<file path="config.mk">
export PLATFORM = sky130hd
export DESIGN_NAME = seq_mult_array
export DESIGN_NICKNAME = d
export VERILOG_FILES = /design/src/rtl/mult_pkg.sv /design/src/rtl/fx_mul_sat.sv /design/src/rtl/seq_mult_array.sv
export SDC_FILE = /design/constraint.sdc
export NUM_CORES = 1
export LEC_CHECK = 0
export ABC_AREA = 1
export ABC_CLOCK_PERIOD_IN_PS = 3600
export BUFFER_PORTS_ARGS = -buffer_cell sky130_fd_sc_hd__buf_2
export CAP_MARGIN = 0
export CORE_ASPECT_RATIO = 0.7
export CORE_UTILIZATION = 65
export CTS_CLUSTER_SIZE = 28
export DETAILED_ROUTE_END_ITERATION = 6
export PLACE_DENSITY_LB_ADDON = 0.2
export SYNTH_ARGS = -nofsm -noshare
export SYNTH_HDL_FRONTEND = slang
export SYNTH_HIERARCHICAL = 1
export SYNTH_SLANG_ARGS = --single-unit
</file>
<file path="constraint.sdc">
create_clock -name i_clk -period 3.6 [get_ports i_clk]
set_input_delay 0.72 -clock i_clk [delete_from_list [all_inputs] [get_ports i_clk]]
set_output_delay 0.72 -clock i_clk [all_outputs]
set_load 0.005 [all_outputs]
</file>
<file path="src/rtl/mult_pkg.sv">
// Shared definitions for the sequential fixed-point multiply array.
package mult_pkg;

  localparam int DEF_DATA_W    = 16;
  localparam int DEF_NUM_PROD  = 3;
  localparam int DEF_FRAC_W    = 0;
  localparam int DEF_SIGNED_EN = 1;

  // Run-control states.
  typedef enum logic [1:0] {
    IDLE = 2'd0,
    BUSY = 2'd1,
    DONE = 2'd2
  } state_t;

endpackage

</file>
<file path="src/rtl/fx_mul_sat.sv">
// Combinational fixed-point multiply: full product, round half up,
// arithmetic shift by FRAC_W, saturate to the DATA_W range.
module fx_mul_sat
  import mult_pkg::*;
#(
  parameter int DATA_W    = DEF_DATA_W,
  parameter int FRAC_W    = DEF_FRAC_W,
  parameter int SIGNED_EN = DEF_SIGNED_EN
) (
  input  logic [DATA_W-1:0] multiplier,
  input  logic [DATA_W-1:0] multiplicand,
  output logic [DATA_W-1:0] result,
  output logic              sat
);

  // Two guard bits above the 2*DATA_W product: one so unsigned operands
  // stay positive in a signed container, one to absorb the rounding add.
  localparam int PW  = 2 * DATA_W + 2;
  localparam bit SGN = (SIGNED_EN != 0);

  localparam logic signed [PW-1:0] ONE   = PW'(1);
  // Half an LSB of the output; collapses to zero when FRAC_W is 0.
  localparam logic signed [PW-1:0] RND_C = (ONE << FRAC_W) >>> 1;
  localparam logic signed [PW-1:0] MAX_C = SGN ? (ONE << (DATA_W - 1)) - ONE
                                               : (ONE << DATA_W) - ONE;
  localparam logic signed [PW-1:0] MIN_C = SGN ? -(ONE << (DATA_W - 1)) : '0;

  logic signed [PW-1:0] a_ext;
  logic signed [PW-1:0] b_ext;
  logic signed [PW-1:0] prod;
  logic signed [PW-1:0] rounded;
  logic signed [PW-1:0] shifted;

  // Extend, multiply, round, scale, then clamp to the output range.
  always_comb begin
    // NOTE: every output gets a default before any branch, so no path
    // leaves a value unassigned and no latch is inferred.
    result  = '0;
    sat     = 1'b0;
    a_ext   = {{(PW - DATA_W){SGN & multiplier[DATA_W-1]}}, multiplier};
    b_ext   = {{(PW - DATA_W){SGN & multiplicand[DATA_W-1]}}, multiplicand};
    prod    = a_ext * b_ext;
    rounded = prod + RND_C;
    shifted = rounded >>> FRAC_W;
    if (shifted > MAX_C) begin
      result = MAX_C[DATA_W-1:0];
      sat    = 1'b1;
    end else if (shifted < MIN_C) begin
      result = MIN_C[DATA_W-1:0];
      sat    = 1'b1;
    end else begin
      result = shifted[DATA_W-1:0];
    end
  end

endmodule

</file>
<file path="src/rtl/seq_mult_array.sv">
// Collects NUM_PROD processed products into output slots, one per valid
// operand pair, under an IDLE/BUSY/DONE run controller.
module seq_mult_array
  import mult_pkg::*;
#(
  parameter int DATA_W    = DEF_DATA_W,
  parameter int NUM_PROD  = DEF_NUM_PROD,
  parameter int FRAC_W    = DEF_FRAC_W,
  parameter int SIGNED_EN = DEF_SIGNED_EN
) (
  input  logic                           i_clk,
  input  logic                           i_reset_n,
  input  logic                           i_start,
  input  logic                           i_abort,
  input  logic                           i_valid,
  input  logic [DATA_W-1:0]              i_multiplier,
  input  logic [DATA_W-1:0]              i_multiplicand,
  output logic                           o_ready,
  output logic                           o_done,
  output logic                           o_ovf,
  output logic [$clog2(NUM_PROD+1)-1:0]  o_count,
  output logic [NUM_PROD*DATA_W-1:0]     o_prod
);

  localparam int              CW   = $clog2(NUM_PROD + 1);
  localparam logic [CW-1:0]   LAST = CW'(NUM_PROD - 1);

  state_t            state_q;
  state_t            state_d;
  logic [DATA_W-1:0] res;
  logic              sat;
  logic              clear;
  logic              capture;

  fx_mul_sat #(
    .DATA_W   (DATA_W),
    .FRAC_W   (FRAC_W),
    .SIGNED_EN(SIGNED_EN)
  ) u_fx_mul_sat (
    .multiplier  (i_multiplier),
    .multiplicand(i_multiplicand),
    .result      (res),
    .sat         (sat)
  );

  // Abort wins over a simultaneous valid, so it also suppresses capture.
  assign clear   = (state_q == IDLE) && i_start;
  assign capture = (state_q == BUSY) && i_valid && !i_abort;

  assign o_ready = (state_q == BUSY);
  assign o_done  = (state_q == DONE);

  // State register.
  always_ff @(posedge i_clk or negedge i_reset_n) begin
    // NOTE: non-blocking assignments here so every register samples the
    // pre-edge values regardless of process evaluation order.
    if (!i_reset_n) state_q <= IDLE;
    else            state_q <= state_d;
  end

  // Next-state decode: start in IDLE, abort or final capture in BUSY.
  always_comb begin
    state_d = state_q;
    case (state_q)
      IDLE:    if (i_start) state_d = BUSY;
      BUSY: begin
        if (i_abort)                          state_d = IDLE;
        else if (i_valid && (o_count == LAST)) state_d = DONE;
      end
      DONE:    state_d = IDLE;
      default: state_d = IDLE;
    endcase
  end

  // Result registers: cleared on an accepted start, written on capture,
  // otherwise held (including after abort and completion).
  always_ff @(posedge i_clk or negedge i_reset_n) begin
    if (!i_reset_n) begin
      // NOTE: the product slots are plain flops, not a RAM, so they take the
      // asynchronous reset like any other register.
      o_prod  <= '0;
      o_count <= '0;
      o_ovf   <= 1'b0;
    end else if (clear) begin
      o_prod  <= '0;
      o_count <= '0;
      o_ovf   <= 1'b0;
    end else if (capture) begin
      o_prod[o_count*DATA_W +: DATA_W] <= res;
      o_count                          <= o_count + CW'(1);
      if (sat) o_ovf <= 1'b1;
    end
  end

endmodule
</file>
==> impl_metrics.toml <==
[status]
outcome = "complete, but fails checks"
violations = "DRC, setup timing"

[final_layout]
drive_gt1_frac = 0.2385
post-route-cell-area_um2 = 17110
fillCellCount = 1349
syn_to_final_growth_pct = 21.79
antennaDiodeCount = 0
nets = 2527

[worst_setup_path]
cp.required_ps = 3830
slowest_delay_ps = 540
ff2ff_setup_slack_ps = 920
cp.arrival_ps = 6920
crit_type = "in -> reg"
cp_common_cell = "fa_1"
end_kind = "flip-flop"
crit_path_start_kind = "input pin"
r2r_cells = 7
slowest_stage = "fa_1"
crit_fanout = 8

[sta]
rsz0062_at_grt = "true"
setup_viol = 49
fin_setup_tns_ps = -146620
fmaxAchievable_ghz = 0.1496
holdWs_ps = 453.5
slew-limit-headroom = 0.3109
maxSlewViolCount = 0
fin_ws_ps = -3084
fin_crit_sh = 1.857
final.min_clock_period_ps = 6684
worst_pin_slew_ps = 1034
hold_viol_final = 0
fin_skew_ps = 3.056

[cts]
cts.clk_slew.worst_paths_ps = 70
clock_latency_ps = 300
numCtsBuffers = 5
holdBufCountCts = 0
cts_tree = "built"
clk_path_buf_depth = 2
root_buffer = "clkbuf_16"
cts.sink_count = 53
h-tree-depth = 2

[route]
drc = 23
drt_pass1_iterations = 7
drtAntennaViolNets = 0
vias_per_cell = 5.382
wirelength_um = 39400
drtIter0Drc = 1408
vias = 13020
wl_per_cell_um = 16.29

[synth]
yosys_warnings = 6
yosys-top-cells-count = "nand2_1 (574), inv_1 (573), fa_1 (262)"
synth_ff_type = "dfrtp_1"
synth.net_count = 2333
synth.most_common_cell = "nand2_1"
synth_area_um2 = 14050
ys_ff_latch = 53
seq_area_frac_synth = 0.09442
synth_cell_types = 34
synth.area.top_cells = "fa_1 (37%), nand2_1 (15%), inv_1 (15%)"
yosys.area.top_type_share = 0.3734
async_flop_share = 1.000
post_synth.cell_area_avg_um2 = 7.210
yosys.area.top_type = "fa_1"
synth_edf_count = 0
syn-instance-count = 1948

[grt]
grt_max_degree = 32
antenna_found_initial = 0
grt-ovfl-total = 0
grtUsageTotal = 0.3722
grt_pass1_vias = 13210
grt_pass1_wl_um = 64880

[worst_hold_path]
hp-class = "in -> async"

[floorplanning]
start_util = 0.6696
ios = 90
die-area_um2 = 22210
fp.dieW_um = 177.7
die_height_um = 125.0
row_count = 44
core_area_um2 = 20980

[placement]
place_congestion = 0.9359
io_buffers = 89
dp_hpwl_um = 32050
place_area_um2 = 16010

[flow_run]
maxCapViolCount = 0
-- sequential cells by signal (all words and copies together) (netlist names) --
signal	cells
o_ovf	1
o_prod	48
state_q	2
o_count	2
-- final timing paths --
kind,startpoint,endpoint
worst max-delay path,i_multiplicand[15],o_prod[5]
worst min-delay path,i_reset_n,o_prod[34]
worst max register to register,o_count[0],o_prod[5]
worst min register to register,o_prod[25],o_prod[25]
max in group asynchronous,i_reset_n,o_prod[12]
min in group i_clk,o_prod[25],o_prod[25]
-- through the flow --
stage               instances  setup slack, ps  utilization
floorplan                1948            -2649            -
global placement         2385            -3443       0.7632
detailed placement       2385            -3523       0.7632
CTS                      2412            -2861       0.8015
global route             2419            -3273       0.8156
finish                   2419            -3084       0.8156
-- what timing repair did --
action,CTS,global route
cloned,2,0
buffers inserted,17,7
endpoints found under the setup margin,49,49
endpoints found under the hold margin,0,0
pin swaps,93,70
gates resized for setup,150,75
-- kinds of logic (layout without fill, tap and decap cells) --
logic type      after synthesis  count (layout)  share of synthesized area
fa+ha+maj                   348             348                     0.4500
compound gates               24              24                   0.009175
buf+inv                     660             853                     0.1815
xor+xnor                     19              19                    0.01185
flops                        53              53                    0.09442
simple gates                844             846                     0.2531
-- layout make-up --
class,instances,area [um^2],share of cell area
well taps,276,345.3,0.02019
flip-flops and latches,53,1326,0.07753
multi-input cells,1237,11130,0.6507
inverters,578,2181,0.1275
repair buffers,267,1949,0.1140
clock buffers,7,142.6,0.008338
clock inverters,1,30.03,0.001755
-- critical path: cells and delay by family --
kind	cells	cell delay, ps
AO/OA/AOI/OAI	2	510
adder cells (fa/ha/maj)	7	3200
AND/OR/NAND/NOR	14	1680
buffers and inverters	8	760
-- metal layers --
| layer | global-route usage | share of wire |
|---|---|---|
| met1 | 0.5484 | 0.41 |
| met2 | 0.5733 | 0.45 |
| met3 | 0.09398 | 0.12 |
| met4 | 0.04827 | 0.016 |
| met5 | 0 | 0 |
-- placed cells by master (no fill, tap or decap), types with 2 or more instances in the layout --
master,instances
nor2_4,19
a21oi_2,8
xnor2_1,6
buf_4,175
ha_4,20
o21bai_1,2
nand2_8,6
buf_6,12
nand3_1,100
fa_2,18
ha_1,65
nor2_2,32
nand2_1,510
fa_1,244
nand3b_1,7
buf_12,4
o21ai_0,2
buf_8,3
nand2_2,50
xor2_1,13
clkbuf_16,5
nor2_1,45
dfrtp_1,53
a21oi_1,8
inv_1,539
buf_2,69
or2_4,4
nand4_1,31
clkinv_1,2
nand2_4,19
nand3_4,2
inv_2,35
nand3_2,14
clkbuf_4,4
Power is not shown: default switching activity piles up to over one toggle a cycle in this logic, so the estimate is an artifact.
